### config.mk
export PLATFORM = sky130hd
export DESIGN_NAME = zap_wb_arbiter_flat
export DESIGN_NICKNAME = d
export VERILOG_FILES = /design/src/rtl/zap_wb_arbiter_if.sv /design/src/rtl/zap_wb_arbiter.sv /design/src/flat_wrapper.sv
export SDC_FILE = /design/constraint.sdc
export NUM_CORES = 1
export LEC_CHECK = 0
export ABC_AREA = 1
export BUFFER_PORTS_ARGS = -buffer_cell sky130_fd_sc_hd__buf_2
export CAP_MARGIN = 20
export CORE_AREA = 2 2 112 114
export CTS_BUF_LIST = sky130_fd_sc_hd__clkbuf_16
export CTS_CLUSTER_DIAMETER = 40
export CTS_CLUSTER_SIZE = 30
export DETAILED_ROUTE_END_ITERATION = 10
export DIE_AREA = 0 0 114 116
export PLACE_DENSITY = 0.5
export REMOVE_ABC_BUFFERS = 1
export SETUP_SLACK_MARGIN = 0.5
export SYNTH_ARGS = -nofsm -noshare
export SYNTH_HDL_FRONTEND = slang
export SYNTH_SLANG_ARGS = --single-unit
### constraint.sdc
create_clock -name i_clk -period 3.1 [get_ports i_clk]
set_clock_uncertainty 0.05 [all_clocks]
set_input_delay 0.31 -clock i_clk [delete_from_list [all_inputs] [get_ports i_clk]]
set_output_delay 0.31 -clock i_clk [all_outputs]
set_load 0.01 [all_outputs]
### src/rtl/zap_wb_arbiter_if.sv
// Port bundle for zap_wb_arbiter: two Wishbone master ports plus the shared downstream bus.
// The slave modport is the arbiter's view; the master modport is the surrounding system's view.
interface zap_wb_arbiter_if;

   // Master-side request ports (port 0 = data, port 1 = instruction)
   logic [1:0]  i_m_cyc;
   logic [1:0]  i_m_stb;
   logic [1:0]  i_m_we;
   logic [7:0]  i_m_sel;
   logic [5:0]  i_m_cti;
   logic [63:0] i_m_adr;
   logic [63:0] i_m_dat;
   logic [31:0] o_m_dat;
   logic [1:0]  o_m_ack;

   // Shared bus toward the store-FIFO bridge
   logic        o_wb_cyc;
   logic        o_wb_stb;
   logic        o_wb_we;
   logic [3:0]  o_wb_sel;
   logic [2:0]  o_wb_cti;
   logic [31:0] o_wb_adr;
   logic [31:0] o_wb_dat;
   logic [31:0] i_wb_dat;
   logic        i_wb_ack;

   logic [1:0]  o_gnt;

   modport slave (
      input  i_m_cyc, i_m_stb, i_m_we, i_m_sel, i_m_cti, i_m_adr, i_m_dat,
      output o_m_dat, o_m_ack,
      output o_wb_cyc, o_wb_stb, o_wb_we, o_wb_sel, o_wb_cti, o_wb_adr, o_wb_dat,
      input  i_wb_dat, i_wb_ack,
      output o_gnt
   );

   modport master (
      output i_m_cyc, i_m_stb, i_m_we, i_m_sel, i_m_cti, i_m_adr, i_m_dat,
      input  o_m_dat, o_m_ack,
      input  o_wb_cyc, o_wb_stb, o_wb_we, o_wb_sel, o_wb_cti, o_wb_adr, o_wb_dat,
      output i_wb_dat, i_wb_ack,
      input  o_gnt
   );

endinterface

### src/rtl/zap_wb_arbiter.sv
// Two-port Wishbone arbiter with a programmable idle gap between grants.
// Define ZAP_WB_ARB_RR_EN for round-robin tie breaking; otherwise port 0 always wins ties.
module zap_wb_arbiter #(
   parameter int unsigned HANDOFF_GAP = 1
) (
   input  logic            i_clk,
   input  logic            i_reset,
   zap_wb_arbiter_if.slave bus
);

   typedef enum logic [1:0] {
      S_IDLE,
      S_GNT0,
      S_GNT1,
      S_GAP
   } state_t;

   localparam logic [3:0] GAP_LOAD = (HANDOFF_GAP > 0) ? 4'(HANDOFF_GAP - 1) : 4'd0;

   state_t     r_state;
   state_t     w_state_nxt;
   logic [1:0] r_gnt;
   logic [1:0] w_gnt_nxt;
   logic [3:0] r_gap_cnt;
   logic [3:0] w_gap_cnt_nxt;
   logic       w_pick1;
   logic       w_active;
   logic       w_port;

`ifdef ZAP_WB_ARB_RR_EN
   logic r_rr_ptr;

   // A tie goes to the port the pointer does not name; the pointer tracks the last winner.
   assign w_pick1 = bus.i_m_cyc[1] & (~bus.i_m_cyc[0] | ~r_rr_ptr);

   always_ff @(posedge i_clk) begin
      if (i_reset)
         r_rr_ptr <= 1'b1;
      else if ((r_state == S_IDLE) && (bus.i_m_cyc != 2'b00))
         r_rr_ptr <= w_pick1;
   end
`else
   assign w_pick1 = bus.i_m_cyc[1] & ~bus.i_m_cyc[0];
`endif

   // NOTE: sequential state uses non-blocking assignments so every flop samples pre-edge values.
   always_ff @(posedge i_clk) begin
      if (i_reset) begin
         r_state   <= S_IDLE;
         r_gnt     <= 2'b00;
         r_gap_cnt <= 4'd0;
      end else begin
         r_state   <= w_state_nxt;
         r_gnt     <= w_gnt_nxt;
         r_gap_cnt <= w_gap_cnt_nxt;
      end
   end

   // NOTE: every comb output gets a default first so no path can infer a latch.
   always_comb begin
      w_state_nxt   = r_state;
      w_gnt_nxt     = r_gnt;
      w_gap_cnt_nxt = r_gap_cnt;
      case (r_state)
         S_IDLE: begin
            if (bus.i_m_cyc != 2'b00) begin
               w_state_nxt = w_pick1 ? S_GNT1 : S_GNT0;
               w_gnt_nxt   = w_pick1 ? 2'b10 : 2'b01;
            end
         end
         S_GNT0, S_GNT1: begin
            // The owner keeps the bus until it drops CYC; there is no preemption.
            if (!bus.i_m_cyc[r_state == S_GNT1]) begin
               w_gnt_nxt = 2'b00;
               if (HANDOFF_GAP > 0) begin
                  w_state_nxt   = S_GAP;
                  w_gap_cnt_nxt = GAP_LOAD;
               end else begin
                  w_state_nxt = S_IDLE;
               end
            end
         end
         S_GAP: begin
            if (r_gap_cnt == 4'd0)
               w_state_nxt = S_IDLE;
            else
               w_gap_cnt_nxt = r_gap_cnt - 4'd1;
         end
         default: begin
            w_state_nxt = S_IDLE;
            w_gnt_nxt   = 2'b00;
         end
      endcase
   end

   assign w_active = (r_state == S_GNT0) || (r_state == S_GNT1);
   assign w_port   = (r_state == S_GNT1);

   always_comb begin
      bus.o_wb_cyc = 1'b0;
      bus.o_wb_stb = 1'b0;
      bus.o_wb_we  = 1'b0;
      bus.o_wb_sel = 4'h0;
      bus.o_wb_cti = 3'b000;
      bus.o_wb_adr = 32'h0;
      bus.o_wb_dat = 32'h0;
      bus.o_m_ack  = 2'b00;
      if (w_active) begin
         bus.o_wb_cyc = bus.i_m_cyc[w_port];
         bus.o_wb_stb = bus.i_m_stb[w_port] & bus.i_m_cyc[w_port];
         bus.o_wb_we  = bus.i_m_we[w_port];
         bus.o_wb_sel = w_port ? bus.i_m_sel[7:4]   : bus.i_m_sel[3:0];
         bus.o_wb_cti = w_port ? bus.i_m_cti[5:3]   : bus.i_m_cti[2:0];
         bus.o_wb_adr = w_port ? bus.i_m_adr[63:32] : bus.i_m_adr[31:0];
         bus.o_wb_dat = w_port ? bus.i_m_dat[63:32] : bus.i_m_dat[31:0];
         bus.o_m_ack[w_port] = bus.i_wb_ack;
      end
   end

   assign bus.o_m_dat = bus.i_wb_dat;
   assign bus.o_gnt   = r_gnt;

endmodule
### src/flat_wrapper.sv
// flat-port wrapper written by rule: the top's interface ports become plain ports
module zap_wb_arbiter_flat 
#(
   parameter int unsigned HANDOFF_GAP = 1
)
  (i_clk, i_reset, bus_i_m_cyc, bus_i_m_stb, bus_i_m_we, bus_i_m_sel, bus_i_m_cti, bus_i_m_adr, bus_i_m_dat, bus_o_m_dat, bus_o_m_ack, bus_o_wb_cyc, bus_o_wb_stb, bus_o_wb_we, bus_o_wb_sel, bus_o_wb_cti, bus_o_wb_adr, bus_o_wb_dat, bus_i_wb_dat, bus_i_wb_ack, bus_o_gnt);
  zap_wb_arbiter_if bus_i ();
  input  logic i_clk;
  input  logic i_reset;
  input wire logic [$bits(bus_i.i_m_cyc)-1:0] bus_i_m_cyc;
  input wire logic [$bits(bus_i.i_m_stb)-1:0] bus_i_m_stb;
  input wire logic [$bits(bus_i.i_m_we)-1:0] bus_i_m_we;
  input wire logic [$bits(bus_i.i_m_sel)-1:0] bus_i_m_sel;
  input wire logic [$bits(bus_i.i_m_cti)-1:0] bus_i_m_cti;
  input wire logic [$bits(bus_i.i_m_adr)-1:0] bus_i_m_adr;
  input wire logic [$bits(bus_i.i_m_dat)-1:0] bus_i_m_dat;
  output wire logic [$bits(bus_i.o_m_dat)-1:0] bus_o_m_dat;
  output wire logic [$bits(bus_i.o_m_ack)-1:0] bus_o_m_ack;
  output wire logic [$bits(bus_i.o_wb_cyc)-1:0] bus_o_wb_cyc;
  output wire logic [$bits(bus_i.o_wb_stb)-1:0] bus_o_wb_stb;
  output wire logic [$bits(bus_i.o_wb_we)-1:0] bus_o_wb_we;
  output wire logic [$bits(bus_i.o_wb_sel)-1:0] bus_o_wb_sel;
  output wire logic [$bits(bus_i.o_wb_cti)-1:0] bus_o_wb_cti;
  output wire logic [$bits(bus_i.o_wb_adr)-1:0] bus_o_wb_adr;
  output wire logic [$bits(bus_i.o_wb_dat)-1:0] bus_o_wb_dat;
  input wire logic [$bits(bus_i.i_wb_dat)-1:0] bus_i_wb_dat;
  input wire logic [$bits(bus_i.i_wb_ack)-1:0] bus_i_wb_ack;
  output wire logic [$bits(bus_i.o_gnt)-1:0] bus_o_gnt;
  assign bus_i.i_m_cyc = bus_i_m_cyc;
  assign bus_i.i_m_stb = bus_i_m_stb;
  assign bus_i.i_m_we = bus_i_m_we;
  assign bus_i.i_m_sel = bus_i_m_sel;
  assign bus_i.i_m_cti = bus_i_m_cti;
  assign bus_i.i_m_adr = bus_i_m_adr;
  assign bus_i.i_m_dat = bus_i_m_dat;
  assign bus_o_m_dat = bus_i.o_m_dat;
  assign bus_o_m_ack = bus_i.o_m_ack;
  assign bus_o_wb_cyc = bus_i.o_wb_cyc;
  assign bus_o_wb_stb = bus_i.o_wb_stb;
  assign bus_o_wb_we = bus_i.o_wb_we;
  assign bus_o_wb_sel = bus_i.o_wb_sel;
  assign bus_o_wb_cti = bus_i.o_wb_cti;
  assign bus_o_wb_adr = bus_i.o_wb_adr;
  assign bus_o_wb_dat = bus_i.o_wb_dat;
  assign bus_i.i_wb_dat = bus_i_wb_dat;
  assign bus_i.i_wb_ack = bus_i_wb_ack;
  assign bus_o_gnt = bus_i.o_gnt;
  zap_wb_arbiter #(.HANDOFF_GAP(HANDOFF_GAP)) u_core (.i_clk(i_clk), .i_reset(i_reset), .bus(bus_i));
endmodule
[Word level (Yosys, flattened, before mapping)]
Cells that the tools add are included.
Cells by class
  $add $sub $neg: 1
  bitwise logic cells: 4
  reduce and logical (&&, ||, !) cells: 11
  order comparisons: 2
  multiplexer cells: 30
  equal/unequal tests: 7
  shift-type cells: 0
  divide/modulo/power cells: 0
  $mul: 0
Operators by type and width (number)
  2-to-1 mux 32 bit: 4
  2-to-1 mux 4 bit: 4
  2-to-1 mux 2 bit: 6
  2-to-1 mux 1 bit: 10
  AND reduction 3 bit: 3
  one-hot mux 4 bit (2 select lines): 1
  2-to-1 mux 3 bit: 2
  one-hot mux 2 bit (3 select lines): 1
  nonzero test 2 bit: 3
  equality test 2 bit (second input constant): 2
  zero test 4 bit: 1
  != test 2 x 1 -> 1 bit (second input constant): 2
  != test 2 bit (second input constant): 2
  one-hot mux 2 bit (2 select lines): 1
  subtractor 4 x 1 -> 4 bit (second input constant): 1
  bitwise AND 1 bit: 2
  bitwise AND 2 bit: 1
  equality test 2 x 1 -> 1 bit (second input constant): 1
  zero test 2 bit: 1
  less-than comparator 1 x 2 -> 1 bit (second input constant): 1
  OR reduction 2 bit: 1
  demux 1 bit (select 1 bit): 1
  greater-or-equal comparator 1 bit (second input constant): 1
  logical AND 1 bit: 1
  2 further kinds: 2
Word-level totals
  word-level logic and storage cells: 58
  RAM bits: 0
  memories kept: 0
  input bits: 183
  bits in latches: 0
  flip-flop bits (word level): 8
  memory bits (read-only): 0

[Depth between registers and ports, before layout]
Gate-level depths: netlist of run 1.
  depth in word-level cells: 7
  mapped depth: 9
  mapped depth without buffers: 9

[Worst setup path before layout of run 1]
No wires, ideal clock.
  path kind: register to output
  start point: register u_core.r_state[1]
  end point: output bus_o_wb_adr[10]
  data required time: 2.740 ns
  setup slack: 1.433 ns
  data arrival time: 1.307 ns
  stages on the path, launching flop included: 7
  path buffers: 2
  path through: dfxtp_1 > inv_1 > ha_1 > buf_4 > buf_2 > o21ai_0 > nor2_1
Between the ends
  cells in the longest elaborated chain, start to end: 3
RTL lines
  start, declared: RTL line zap_wb_arbiter.sv:20  | state_t r_state;
  start signal, assigned: RTL line zap_wb_arbiter.sv:53  | r_state <= w_state_nxt;
  equality test 2 bit or equality test 2 x 1 -> 1 bit (tied branches): RTL line zap_wb_arbiter.sv:96, zap_wb_arbiter.sv:97
  2-to-1 mux 32 bit or logical OR 1 bit (tied branches): RTL line zap_wb_arbiter.sv:114, zap_wb_arbiter.sv:96
  2-to-1 mux 32 bit *: RTL line zap_wb_arbiter.sv:108  | if (w_active) begin
  end, declared: RTL line flat_wrapper.sv:24  | output wire logic [$bits(bus_i.o_wb_adr)-1:0] bus_o_wb_adr;
Every way passes the cells marked *; elsewhere a longest branch is shown, timed or not.

[Final worst setup path of run 1]
  start point: register u_core.r_state[0]
  end point: output bus_o_wb_sel[2]
Between the ends
  cells in the longest elaborated chain, start to end: 3
RTL lines
  equality test 2 bit or equality test 2 x 1 -> 1 bit (tied branches): RTL line zap_wb_arbiter.sv:96, zap_wb_arbiter.sv:97
  2-to-1 mux 4 bit or logical OR 1 bit (tied branches): RTL line zap_wb_arbiter.sv:112, zap_wb_arbiter.sv:96
  2-to-1 mux 4 bit *: RTL line zap_wb_arbiter.sv:108
  end, declared: RTL line flat_wrapper.sv:22  | output wire logic [$bits(bus_i.o_wb_sel)-1:0] bus_o_wb_sel;
Marked as above.

==> results of run 1 <==
registers in the layout (all words and copies together) (netlist names):
signal	flops
u_core.r_state	2
u_core.bus.o_gnt	2
u_core.r_gap_cnt	4
power groups by stage:
stage	Sequential (W)	Combinational, W	Clock (W)
after floorplan	0.000175	0.00152	0
after global placement	0.000176	0.00277	0
after detailed placement	0.000176	0.00276	0
after CTS	0.000174	0.00280	0.000220
after global routing	0.000182	0.00312	0.000226
final	0.000174	0.00277	0.000217
cells in the final DEF (no fill, tap or decap):
| cell | count |
|---|---|
| buf_6 | 2 |
| nor2_2 | 2 |
| nor2_4 | 1 |
| buf_2 | 228 |
| inv_1 | 11 |
| inv_4 | 1 |
| ha_2 | 1 |
| nand3_2 | 4 |
| buf_4 | 2 |
| nor2_1 | 155 |
| o21ai_2 | 1 |
| o21ai_0 | 73 |
| o21bai_1 | 1 |
| dfxtp_1 | 8 |
| a21oi_1 | 7 |
| buf_12 | 1 |
| nand3_1 | 3 |
| inv_2 | 3 |
| clkbuf_16 | 3 |
| nand2_1 | 18 |
| o21ai_1 | 2 |
| xnor2_1 | 1 |
| ha_1 | 4 |
| a21oi_2 | 2 |
| nand2_2 | 6 |
| ha_4 | 1 |
| nand4_1 | 1 |
cell families (layout without fill, tap and decap cells):
group,Yosys count,after routing,share of synthesized area (%)
AND/OR/NAND/NOR,190,190,41.3
AO/OA/AOI/OAI,86,86,23.8
buffers and inverters,70,251,21.9
flip-flops,8,8,8.57
adder cells (fa/ha/maj),6,6,4.02
XOR/XNOR,1,1,0.469
worst register-to-register path: cells and delay by family (launching register included):
family / cells / cell delay (ps)
fa+ha+maj: 1 / 470
simple gates: 4 / 310
buf+inv: 3 / 480
compound gates: 1 / 120
flops: 1 / 390
final timing paths:
kind	end	from	slack, ps
worst max-delay path	bus_o_wb_sel[2]	u_core.r_state[0]$_SDFFE_PP0P_	800
worst min-delay path	u_core.r_state[1]$_SDFFE_PP0P_	i_reset	280
worst max register to register	u_core.r_state[1]$_SDFFE_PP0P_	u_core.r_state[1]$_SDFFE_PP0P_	1200
worst min register to register	u_core.bus.o_gnt[1]$_SDFFE_PP0P_	u_core.bus.o_gnt[1]$_SDFFE_PP0P_	420
Yosys cell counts:
library cell	number
a21oi_1	7
clkbuf_1	6
nand3_1	3
nand3_2	4
nand2_1	18
dfxtp_1	8
inv_1	11
a21oi_2	2
nor2_4	1
o21ai_0	73
nand2_2	6
buf_4	34
xnor2_1	1
o21ai_2	1
inv_2	4
nor2_1	155
o21bai_1	1
nand4_1	1
ha_1	6
buf_2	15
o21ai_1	2
nor2_2	2
cell type report:
class | count | area [um^2] | area share [%]
Multi-Input combinational cell | 283 | 1320 | 44.0
Timing Repair Buffer | 233 | 1200 | 40.1
Tap cell | 147 | 184 | 6.15
Clock buffer | 3 | 75.1 | 2.51
Sequential cell | 8 | 160 | 5.35
Inverter | 15 | 58.8 | 1.97
through the flow:
step,instances,hold WS [ps],power [W],worst slack (ps)
final,689,275,0.00316,797
after global placement,686,422,0.00295,669
after floorplan,306,322,0.00169,309
after CTS,689,275,0.00320,552
after global routing,689,286,0.00353,597
after detailed placement,686,420,0.00293,671
metal layers:
metal  wire length, um  vias up  track usage, %
li1                  -     1482               -
met3              2350        4            13.6
met5                73        -            4.81
met1              5860     1268            25.2
met2              4570      209            22.7
met4                20        2           0.976
==> summary.txt, run 1 <==
status = completed
Worst Path Arrival = 1940 ps
Via Count = 2965
max incr delay on CP = 320 ps
Max Fclk = 0.434 GHz
largest net degree at the start of global routing = 74
layout cells sized above 1 = 47.6%
clk slew on worst S/H paths = 40 ps
count of pins over their slew limit = 0
area share of the largest cell type after synthesis = 31.1%
Pint = 0.00130 W
unrepaired setup endpoints after global routing = no
final WL = 12900 um
clock share of power = 6.9%
Cells after Synth = 361
Mean Syn Cell Area = 5.18 um^2
WS Path Type = reg2out
Initial Util = 15.7%
Routed Antenna Nets = 0
nets = 733
Crit Path Max Fanout = 38
CTS Hold Buffers Added = 0
critical-path cell list = inv_1 -> ha_2 -> inv_4 -> buf_4 -> nor2_1 -> nor2_1 -> buf_2
DP HPWL = 10900 um
NetSw = 0.00186 W
worst reg2reg path depth = 9
post-CTS setup buffers = 0
post-cts resize count = 1
Seq pwr share = 5.5%
fin area = 2990 um^2
final hold violation count = 0
clock period minus worst slack = 2300 ps
clk sinks = 8
root buffer cell = clkbuf_16
mapped cell area = 1870 um^2
WP buf/inv = 4
power share of the combinational group = 87.6%
grt ovf = 0
sequential fraction of the synthesis area = 8.57%
Area Overhead vs Synth = 60.0%
DR vias/cell = 4.30
final setup vio count = 0
Setup crit end kind = output pin
Die W = 114 um
CP Data Required Time = 2740 ps
Worst-Skew Late Latency = 230 ps
synthesized flop and latch total = 8
Placed Area = 2900 um^2
ant diodes = 0
DRT Pass-1 Iters = 4
clock tree buffer depth = 2
Cell variety after synth = 22
crit start category = flop
Sw Ratio = 58.9%
max-cap viol count = 0
I/O Buffers = 228
Levels on crit path = 7
Finished Core Util = 25.1%
vias in the first global route = 2811
Synth Warn # = 0
fillers = 1410
Hold Crit Depth = 2
Slew Limit Headroom = 69.9%
period utilization = 74.3%
Die H = 116 um
Num CTS Buffers = 3
crit path max-delay cell type = dfxtp_1
drt first-iter violations = 168
worst slew pin tran = 451 ps
DRC Markers = 0
Power Dens Cells = 1060 nW/um^2
first-pass GRT wire length = 17800 um
Routability Congestion = 0.845
H-tree depth = 1
FP Rows = 40
type of the worst min-delay path = in2reg
Core Footprint = 11900 um^2
highest ir drop seen on vdd = 510 uV
CTS tree = yes
total track usage = 18.2%
most area-hungry cell type in the Yosys netlist = nor2_1
initial antenna violation count = 0
CP most frequent cell = nor2_1
CP delay by family, top = buffers and inverters
top post-synthesis cells by area = nor2_1 31%, o21ai_0 20%, buf_4 14%
area of the die = 13200 um^2
setup_tns = 0 ps
drt wl/cell = 18.7 um
Pleak = 1.81 nW
# IOs = 293
(Power assumes the default switching activity.)
==> run 2, diff against run 1 <==
--- a/config.mk
+++ b/config.mk
@@ -8,13 +8,13 @@
 export ABC_AREA = 1
 export BUFFER_PORTS_ARGS = -buffer_cell sky130_fd_sc_hd__buf_2
 export CAP_MARGIN = 20
-export CORE_AREA = 2 2 112 114
+export CORE_AREA = 2 2 113 115
 export CTS_BUF_LIST = sky130_fd_sc_hd__clkbuf_16
 export CTS_CLUSTER_DIAMETER = 40
 export CTS_CLUSTER_SIZE = 30
 export DETAILED_ROUTE_END_ITERATION = 10
-export DIE_AREA = 0 0 114 116
-export PLACE_DENSITY = 0.5
+export DIE_AREA = 0 0 115 117
+export PLACE_DENSITY = 0.49
 export REMOVE_ABC_BUFFERS = 1
 export SETUP_SLACK_MARGIN = 0.5
 export SYNTH_ARGS = -nofsm -noshare
==> constraint.sdc (replaced) <==
create_clock -name i_clk -period 2.4 [get_ports i_clk]
set_clock_uncertainty 0.05 [all_clocks]
set_input_delay 0.24 -clock i_clk [delete_from_list [all_inputs] [get_ports i_clk]]
set_output_delay 0.24 -clock i_clk [all_outputs]
set_load 0.01 [all_outputs]
==> summary.txt, run 2 (synthesis results as in run 1) <==
Worst-Skew Late Latency = 230 ps (about the same)
Routed Antenna Nets = 0 (unchanged)
Power Dens Cells = 1650 nW/um^2 (+56%)
WS Path Type = reg2out
CTS tree = yes
grt ovf = 0 (unchanged)
worst slew pin tran = 330 ps (-121 ps)
Worst R2R Start = u_core.r_state[0]$_SDFFE_PP0P_
area of the die = 13500 um^2 (+1.7%)
H-tree depth = 1 (unchanged)
Most flops, register = u_core.r_gap_cnt
clk slew on worst S/H paths = 40 ps (about the same)
root buffer cell = clkbuf_16
Die H = 117 um (+0.86%)
Crit Path Max Fanout = 5 (-87%)
clk sinks = 8 (unchanged)
max-cap viol count = 0 (unchanged)
final WL = 13800 um (+7.1%)
hold path endpoint = u_core.r_state[1]$_SDFFE_PP0P_
Initial Util = 15.2% (-0.51 points)
nets = 756 (+3.1%)
drt first-iter violations = 130 (-23%)
CTS Hold Buffers Added = 0 (unchanged)
crit start category = flop
final setup vio count = 0 (unchanged)
I/O Buffers = 228 (unchanged)
drt wl/cell = 19.3 um (+3.1%)
Max Fclk = 0.508 GHz
period utilization = 82.1%
Finished Core Util = 29.1% (+3.9 points)
# IOs = 293 (unchanged)
Via Count = 3084 (+4.0%)
CP Data Required Time = 2110 ps (-630 ps)
Core Footprint = 12300 um^2 (+3.4%)
total track usage = 17.5% (-0.71 points)
worst reg2reg path depth = 12 (+3)
r2r endpoint = u_core.r_state[1]$_SDFFE_PP0P_
FP Rows = 41 (+2.5%)
Area Overhead vs Synth = 91.4%
highest ir drop seen on vdd = 488 uV (-4.3%)
Num CTS Buffers = 3 (unchanged)
Die W = 115 um (+0.88%)
Worst Min Path Start = i_reset
final hold violation count = 0 (unchanged)
Pleak = 2.02 nW (+12%)
commonest non-fill, non-tap cells in the layout = 216 x buf_2, 145 x nor2_1, 52 x o21ai_0, 18 x o21ai_2, 18 x nand2_1
Setup crit end kind = output pin
first-pass GRT wire length = 17200 um (-3.3%)
Slew Limit Headroom = 77.8% (+7.9 points)
r2r setup slk = 560 ps (-640 ps)
type of the worst min-delay path = in2reg
leading cell type in the layout, fill and taps excluded = buf_2
DRT Pass-1 Iters = 4 (unchanged)
Worst Path Arrival = 1680 ps (-260 ps)
Routability Congestion = 0.837 (-1.0%)
status = completed
clock period minus worst slack = 1970 ps
setup_tns = 0 ps (unchanged)
unrepaired setup endpoints after global routing = yes
clock tree buffer depth = 2 (unchanged)
Largest register FFs = 4 (unchanged)
count of pins over their slew limit = 0 (unchanged)
largest net degree at the start of global routing = 40 (-46%)
DR vias/cell = 4.31 (about the same)
DRC Markers = 0 (unchanged)
DP HPWL = 10400 um (-4.6%)
vias in the first global route = 2720 (-3.2%)
Hold Crit Depth = 2 (unchanged)
initial antenna violation count = 0 (unchanged)
layout cells sized above 1 = 55.0% (+7.4 points)
## run 2: per-layer routing
layer | up-vias | global-route usage [%] | share of wire (%)
met1 | 1322 | 20.3 | 41
met4 | 2 | 1.12 | 0.49
met5 | - | 4.44 | 0.59
met3 | 14 | 18.0 | 21
li1 | 1535 | - | -
met2 | 211 | 22.9 | 37
## run 2: report_power, final
part / switching [W] / total [W] / leakage [nW] / internal (W)
sequential: 0.0000326 / 0.000228 / 0.0666 / 0.000196
combinational: 0.00290 / 0.00539 / 1.91 / 0.00249
clock: 0.0000650 / 0.000280 / 0.0370 / 0.000215
total: 0.00300 / 0.00589 / 2.02 / 0.00290
## run 2: worst max-delay path, cell delays in order, from the launching register on
cell and delay [ps]:
dfxtp_2 340, inv_4 60, ha_4 320, buf_12 130, buf_12 110, buf_16 120, o21ai_2 50, nor2_1 150
buf_2 170
## run 2: what timing repair did
action / in CTS / in global routing
pin swaps: 3 / 26
endpoints found under the setup margin: 75 / 72
endpoints found under the hold margin: 0 / 0
gates cloned: 3 / 7
resized for setup: 28 / 59
setup buffers: 1 / 11
## run 2: cell type report
type / instances / area [um^2]
Tap cell: 150 / 188
Inverter: 15 / 61.3
Fill cell: 1418 / 8730
Clock buffer: 3 / 75.1
Sequential cell: 8 / 165
Antenna cell: 1 / 2.50
Timing Repair Buffer: 256 / 1670
Multi-Input combinational cell: 283 / 1410
## run 2: worst max path at each step
stage                                         from                to  cells past startpoint
finish              u_core.r_state[0]$_SDFFE_PP0P_   bus_o_wb_sel[1]                      8
global route        u_core.r_state[0]$_SDFFE_PP0P_  bus_o_wb_dat[23]                      8
CTS                 u_core.r_state[1]$_SDFFE_PP0P_   bus_o_wb_dat[7]                      6
detailed placement  u_core.r_state[1]$_SDFFE_PP0P_  bus_o_wb_adr[30]                      6
global placement    u_core.r_state[1]$_SDFFE_PP0P_   bus_o_wb_dat[5]                      6
floorplan           u_core.r_state[0]$_SDFFE_PP0P_   bus_o_wb_adr[0]                      5
## run 2: through the flow
stage,total power (W),std cells,cell area (um^2),setup WS [ps],hold WS [ps]
after detailed placement,0.00385,690,2920,349,426
after global placement,0.00386,690,2920,329,417
after floorplan,0.00219,306,1520,-321,252
after global routing,0.00643,715,3580,398,205
final,0.00589,716,3580,431,197
after CTS,0.00478,697,3200,441,202
